File: src/rtl/same_label_arb_pkg.sv
`default_nettype none
// ============================================================================
// Module      : same_label_arb_pkg
// Description : Shared types and constants for the same_label_reg bus
//               arbiter. Holds the arbiter state encoding, the register map
//               of the same_label_reg block and its read-only word mask.
// Revision    : 1.0 - initial release
// ============================================================================
package same_label_arb_pkg;

    // Register map of the 16-byte same_label_reg block.
    localparam int unsigned SAME_LABEL_REG_SIZE = 16;
    localparam logic [3:0] ADDR_SAME_LABEL_REG_NO_FIELDS = 4'h0;
    localparam logic [3:0] ADDR_SAME_LABEL_REG_FIELD_A   = 4'h4;
    localparam logic [3:0] ADDR_SAME_LABEL_REG_FIELD_B   = 4'h8;
    localparam logic [3:0] ADDR_SAME_LABEL_REG_FIELD_C   = 4'hC;

    // One bit per word; a set bit marks a word that rejects writes.
    localparam logic [3:0] SAME_LABEL_REG_RO_MASK =
        4'b0001 << ADDR_SAME_LABEL_REG_NO_FIELDS[3:2];

    typedef enum logic [1:0] {
        ST_IDLE  = 2'd0,
        ST_ISSUE = 2'd1,
        ST_WAIT  = 2'd2,
        ST_RESP  = 2'd3
    } arb_state_t;

endpackage
`default_nettype wire

File: src/rtl/same_label_rr_pick.sv
`default_nettype none
// ============================================================================
// Module      : same_label_rr_pick
// Description : Combinational two-way round-robin picker. On contention the
//               requester that was not granted last wins.
// Ports       : i_req[1:0]   - request vector
//               i_last_grant - index of the most recently served requester
//               o_valid      - at least one request present
//               o_idx        - index of the winning requester
// Revision    : 1.0 - initial release
// ============================================================================
module same_label_rr_pick (
    input  logic [1:0] i_req,
    input  logic       i_last_grant,
    output logic       o_valid,
    output logic       o_idx
);

    assign o_valid = |i_req;

    always_comb begin
        o_idx = 1'b0;
        if (i_req == 2'b11) begin
            o_idx = ~i_last_grant;
        end else if (i_req[1]) begin
            o_idx = 1'b1;
        end
    end

endmodule
`default_nettype wire

File: src/rtl/same_label_bus_arb.sv
`default_nettype none
// ============================================================================
// Module      : same_label_bus_arb
// Description : Round-robin arbiter letting two local masters share the
//               same_label_reg register block. Serialises accesses, rejects
//               writes to the read-only NO_FIELDS word and bounds every
//               downstream access with a timeout.
// Ports       : clk_i, rst_i          - clock, async active-high reset
//               m_req_i/m_we_i        - per-requester request / write enable
//               m_adr_i/m_dat_i       - per-requester address / write data
//               m_ack_o/m_err_o       - per-requester completion / error pulse
//               m_dat_o               - shared read data, valid with m_ack_o
//               adr_o/dat_o           - downstream address / write data
//               wr_req_o/rd_req_o     - downstream one-cycle strobes
//               wr_ack_i/rd_ack_i     - downstream acknowledges
//               dat_i                 - downstream read data
//               busy_o                - arbiter not idle
// Revision    : 1.0 - initial release
// ============================================================================
module same_label_bus_arb
    import same_label_arb_pkg::*;
#(
    parameter int ADDR_WIDTH = 4,
    parameter int DATA_WIDTH = 32,
    parameter int TIMEOUT    = 16
) (
    input  logic                    clk_i,
    input  logic                    rst_i,
    input  logic [1:0]              m_req_i,
    input  logic [1:0]              m_we_i,
    input  logic [2*ADDR_WIDTH-1:0] m_adr_i,
    input  logic [2*DATA_WIDTH-1:0] m_dat_i,
    output logic [1:0]              m_ack_o,
    output logic [1:0]              m_err_o,
    output logic [DATA_WIDTH-1:0]   m_dat_o,
    output logic [ADDR_WIDTH-1:0]   adr_o,
    output logic [DATA_WIDTH-1:0]   dat_o,
    output logic                    wr_req_o,
    output logic                    rd_req_o,
    input  logic                    wr_ack_i,
    input  logic                    rd_ack_i,
    input  logic [DATA_WIDTH-1:0]   dat_i,
    output logic                    busy_o
);

    localparam logic [ADDR_WIDTH-1:0] c_align_mask = ~ADDR_WIDTH'(3);
    localparam logic [7:0]            c_cnt_last   = 8'(TIMEOUT - 1);

    arb_state_t r_state;
    logic       r_grant;
    logic       r_last_grant;
    logic       r_we;
    logic [7:0] r_cnt;

    logic                  w_pick_valid;
    logic                  w_pick_idx;
    logic                  w_we;
    logic [ADDR_WIDTH-1:0] w_adr_aligned;
    logic [DATA_WIDTH-1:0] w_wdat;
    logic                  w_is_ro;
    logic                  w_ack_match;

    same_label_rr_pick u_pick (
        .i_req        (m_req_i),
        .i_last_grant (r_last_grant),
        .o_valid      (w_pick_valid),
        .o_idx        (w_pick_idx)
    );

    // Winner's request fields; low address bits are dropped silently.
    assign w_we          = m_we_i[w_pick_idx];
    assign w_adr_aligned = m_adr_i[w_pick_idx*ADDR_WIDTH +: ADDR_WIDTH] & c_align_mask;
    assign w_wdat        = m_dat_i[w_pick_idx*DATA_WIDTH +: DATA_WIDTH];
    assign w_is_ro       = SAME_LABEL_REG_RO_MASK[w_adr_aligned[3:2]];

    // Only the acknowledge matching the latched access type counts.
    assign w_ack_match = r_we ? wr_ack_i : rd_ack_i;

    assign busy_o = (r_state != ST_IDLE);

    always_ff @(posedge clk_i or posedge rst_i) begin
        if (rst_i) begin
            r_state      <= ST_IDLE;
            r_grant      <= 1'b0;
            r_last_grant <= 1'b1;
            r_we         <= 1'b0;
            r_cnt        <= 8'd0;
            adr_o        <= '0;
            dat_o        <= '0;
            wr_req_o     <= 1'b0;
            rd_req_o     <= 1'b0;
            m_ack_o      <= 2'b00;
            m_err_o      <= 2'b00;
            m_dat_o      <= '0;
        end else begin
            // Strobes and completion pulses are single-cycle by default.
            wr_req_o <= 1'b0;
            rd_req_o <= 1'b0;
            m_ack_o  <= 2'b00;
            m_err_o  <= 2'b00;

            case (r_state)
                ST_IDLE: begin
                    if (w_pick_valid) begin
                        r_grant <= w_pick_idx;
                        r_we    <= w_we;
                        adr_o   <= w_adr_aligned;
                        dat_o   <= w_wdat;
                        if (w_we && w_is_ro) begin
                            // Rejected write: answer directly, nothing goes downstream.
                            r_state             <= ST_RESP;
                            m_ack_o[w_pick_idx] <= 1'b1;
                            m_err_o[w_pick_idx] <= 1'b1;
                            m_dat_o             <= '0;
                        end else begin
                            r_state  <= ST_ISSUE;
                            wr_req_o <= w_we;
                            rd_req_o <= ~w_we;
                        end
                    end
                end

                ST_ISSUE: begin
                    r_cnt <= 8'd0;
                    // A same-cycle (possibly combinational) ack completes at once.
                    if (w_ack_match) begin
                        r_state          <= ST_RESP;
                        m_ack_o[r_grant] <= 1'b1;
                        m_dat_o          <= r_we ? '0 : dat_i;
                    end else begin
                        r_state <= ST_WAIT;
                    end
                end

                ST_WAIT: begin
                    if (w_ack_match) begin
                        r_state          <= ST_RESP;
                        m_ack_o[r_grant] <= 1'b1;
                        m_dat_o          <= r_we ? '0 : dat_i;
                    end else if (r_cnt == c_cnt_last) begin
                        r_state          <= ST_RESP;
                        m_ack_o[r_grant] <= 1'b1;
                        m_err_o[r_grant] <= 1'b1;
                        m_dat_o          <= '0;
                    end else begin
                        r_cnt <= r_cnt + 8'd1;
                    end
                end

                ST_RESP: begin
                    r_last_grant <= r_grant;
                    r_state      <= ST_IDLE;
                    m_dat_o      <= '0;
                end

                default: begin
                    r_state <= ST_IDLE;
                end
            endcase
        end
    end

endmodule
`default_nettype wire
File: config.mk
export PLATFORM = sky130hd
export DESIGN_NAME = same_label_bus_arb
export DESIGN_NICKNAME = d
export VERILOG_FILES = /design/src/rtl/same_label_arb_pkg.sv /design/src/rtl/same_label_rr_pick.sv /design/src/rtl/same_label_bus_arb.sv
export SDC_FILE = /design/constraint.sdc
export NUM_CORES = 1
export LEC_CHECK = 0
export BUFFER_PORTS_ARGS = -buffer_cell sky130_fd_sc_hd__buf_2
export CORE_AREA = 2 2 104 106
export DETAILED_ROUTE_END_ITERATION = 8
export DIE_AREA = 0 0 106 108
export PLACE_DENSITY = 0.69
export SYNTH_ARGS = -nofsm -noshare
export SYNTH_HDL_FRONTEND = slang
export SYNTH_HIERARCHICAL = 1
export SYNTH_SLANG_ARGS = --single-unit
File: constraint.sdc
create_clock -name clk_i -period 4.2 [get_ports clk_i]
set_input_delay 0.42 -clock clk_i [delete_from_list [all_inputs] [get_ports clk_i]]
set_output_delay 0.42 -clock clk_i [all_outputs]
set_load 0.01 [all_outputs]
==> summary.md <==
| Metric | Value |
|---|---|
| Setup TNS | 0 ns |
| Layout Area Growth over Synthesis | 31.6% |
| Worst clock skew | 0.00503 ns |
| Initial antenna violation count | 0 |
| Cts bufs inserted | 9 |
| Cell type with the highest aggregate area in the netlist | dfrtp_1 |
| Height of the die | 108 um |
| Final Hold Fails | 0 |
| Required arrival time at the worst endpoint | 4.47 ns |
| Number of warnings printed during yosys synthesis | 6 |
| Switching share of total power | 37.2% |
| GRT Overall Usage | 17.0% |
| Cts repair resizes | 0 |
| Share of the clock period used by the worst path after layout | around three fifths |
| I/O Buffers | between 150 and 200 |
| Most numerous cell in the Yosys netlist | dfrtp_1 |
| Yosys reg bits | 85 |
| Mean routed wirelength per cell | 13.1 um |
| Critical path launch point type | flop |
| Area of the core | around 0.01 sq mm |
| Initial standard-cell utilization of the core | 39.2% |
| Number of optimization iterations in the first detailed-route pass | 4 |
| Final Cell Area | roughly 0.0053 sq mm |
| Number of synthesized flops with an enable pin | 0 |
| Clock tree from TritonCTS | yes |
| Synth cell types | 42 |
| Library cell used as clock root buffer | clkbuf_8 |
| Maximum fanout along the worst path | 32 |
| RePlAce Congestion | 0.795 |
| Number of nets in the layout | 686 |
| Critical path start-end classification | flop to flop |
| Hold-fix buffer count after cts | 0 |
| Pin slew with the least headroom to its limit | 1.09 ns |
| Pin count of the biggest net entering global routing | 73 |
| Via density per instance | 4.68 |
| # placed instances | 693 |
| I/O pin count | between 150 and 200 |
| Leak | 2.81 nW |
| Unrepaired setup endpoints after global routing | no |
| Data arrival, critical path | 2.76 ns |
| Mapped Area | 0.00401 sq mm |
| Leading cell types by total area after synthesis | dfrtp_1, mux2i_1, nand2_1 |
| Most common cell type on the critical path | mux2i_1 |
| Worst skew pair latency | 0.35 ns |
| Cell-internal power | approximately 0.0021 W |
| Aggregate global routing overflow | 0 |
| CTS clock-pin slew for the worst setup and hold paths | 0.08 ns |
| Fin worst setup slack | about 1.7 ns |
| Slew margin rel. | 26.9% |
| Utilization after layout | a little over 50% |
| Max Buffers Root-to-Sink | 2 |
| Most common flop cell mapped by yosys | dfrtp_1 |
| Wire length of the first global-routing pass | 15.5 mm |
| Number of placement rows | 37 |
| CP max-delay cell | mux2i_1 |
| Die Span X | around 110 um |
| Combinational group share of total power | 41.5% |
| Proportion of synthesized flip-flops having asynchronous set or reset | 100% |
| Number of nets still failing antenna checks after routing | 0 |
| DRC marker count from the first detailed-route iteration | a little under 80 |
| Power per Cell Area | 637 mW/mm^2 |
| Half-perimeter wire length of the detailed placement result | 7.03 mm |
| Level count of the clock H-tree | 3 |
| Fmax | 0.402 GHz |
| Setup slack after placement | 1.70 ns |
| Cell types with the highest counts after synthesis | dfrtp_1, nand2_1, mux2i_1 |
| Final setup viols | 0 |
| Peak supply drop | 0.248 mV |
| Final routed DRC violation total | 0 |
| Clock network power share | around a fifth |
| Fraction of the yosys area taken by sequential cells | between 50% and 60% |
| Total number of clock tree sinks | 85 |
| Critical Path, Cell by Cell | mux2i_1, o211ai_2, o2111ai_4, buf_4, mux2i_1 |
| Switching Power | about 0.0013 W |
| Max Transition Viols Final | 0 |
| Non-filler instance count after layout | 709 |
| Outcome | completed |
| Vias | approximately 3,300 |
| Post-CTS setup-driven buffer insertion count | 0 |
| Instance area after placement | 0.00504 sq mm |
| Post-synth top area share | 52.4% |
| ANT cells | 0 |
| Fraction of final layout cells sized beyond drive strength 1 | 36.5% |
| Full die area | around 0.011 sq mm |
| Final WL | 9.28 mm |
| Portion of total power attributed to sequential cells | 37.9% |
| Final min period | 2.49 ns |
| Max-Cap Viols | 0 |
| Nature of the critical path endpoint | flop |
| Post-synthesis average cell area | 10.2 sq um |
| Delay contributed by the slowest stage of the critical path | 0.55 ns |
| Hold WC Path Type | primary input to async pin |
| Gate Count Post-Synth | 392 |
| Vias in the first global route | ~3,400 |
[critical path, delay by kind of cell, from the launching register on]
| family | cells | cell delay (ns) |
|---|---|---|
| AOI/OAI and AO/OA | 2 | 0.64 |
| buffers and inverters | 1 | 0.48 |
| DFF | 1 | 0.43 |
| muxes | 2 | 0.82 |
[stage by stage]
stage / power, W / hold WS [ns]
after detailed placement: 0.00271 / 0.465
final: 0.00336 / 0.173
after global routing: 0.00362 / 0.236
after floorplan: 0.00221 / 0.448
after global placement: 0.00266 / 0.457
after CTS: 0.00342 / 0.190
[per-layer routing]
metal / vias to the layer above / wire length, um / GRT usage [%]
li1: 1652 / - / -
met1: 1553 / 3810 / 20.2
met2: 103 / 4760 / 29.9
met3: 12 / 582 / 4.70
met4: 0 / 125 / 5.55
met5: - / 0 / 0
[power by group through the flow]
stage,Clock [W],Combinational [W],Sequential [W]
floorplan,0,0.000812,0.00140
global placement,0,0.00138,0.00128
detailed placement,0,0.00143,0.00129
CTS,0.000715,0.00143,0.00128
global route,0.000749,0.00156,0.00132
finish,0.000691,0.00140,0.00127
[sequential cells by signal (all words and copies together), names as in the netlist]
register / count
r_we: 1
m_err_o: 2
m_dat_o: 32
rd_req_o: 1
m_ack_o: 2
r_grant: 1
dat_o: 32
adr_o: 2
wr_req_o: 1
r_cnt: 8
r_last_grant: 1
r_state: 2
[kinds of logic (layout without fill, tap and decap cells)]
family / Yosys count / in the layout / synth area share (%)
AO/OA/AOI/OAI: 60 / 60 / 8.92
AND/OR/NAND/NOR: 110 / 110 / 12.1
XOR/XNOR: 2 / 2 / 0.437
buffers and inverters: 58 / 238 / 5.96
multiplexers: 70 / 70 / 17.5
flip-flops: 85 / 85 / 53.1
adder cells (fa/ha/maj): 6 / 6 / 1.87
other: 1 / 2 / 0.0935
[layout make-up]
cell class	instances	area (sq um)
sequential	85	2130
clock buffer	12	145
fill	979	4950
timing repair buffer	184	931
clock inverter	4	95.1
multi-input combinational	250	1670
tap	136	170
inverter	38	144
[path summary, 6_finish.rpt]
kind	start	to	slack, ns	depth (start not counted)
max in group asynchronous	rst_i	r_last_grant	3.03	3
hold / removal	rst_i	m_dat_o[3]	0.17	2
setup reg to reg	r_we	m_dat_o[7]	1.71	5
min in group clk_i	dat_i[2]	m_dat_o[2]	0.30	3
setup / recovery	r_we	m_dat_o[7]	1.71	5
hold reg to reg	dat_o[9]	dat_o[9]	0.48	2
[placed cells by master (no fill, tap or decap), types with 7 or more instances in the layout]
master    synthesis  layout
a21oi_1           7       7
buf_2             2     180
clkbuf_8          0      10
dfrtp_1          84      84
inv_1            38      37
mux2i_1          68      68
nand2_1          76      75
nor2_1            8       8
o21ai_0          43      43
Note: power is estimated with default switching activity, not from simulation.
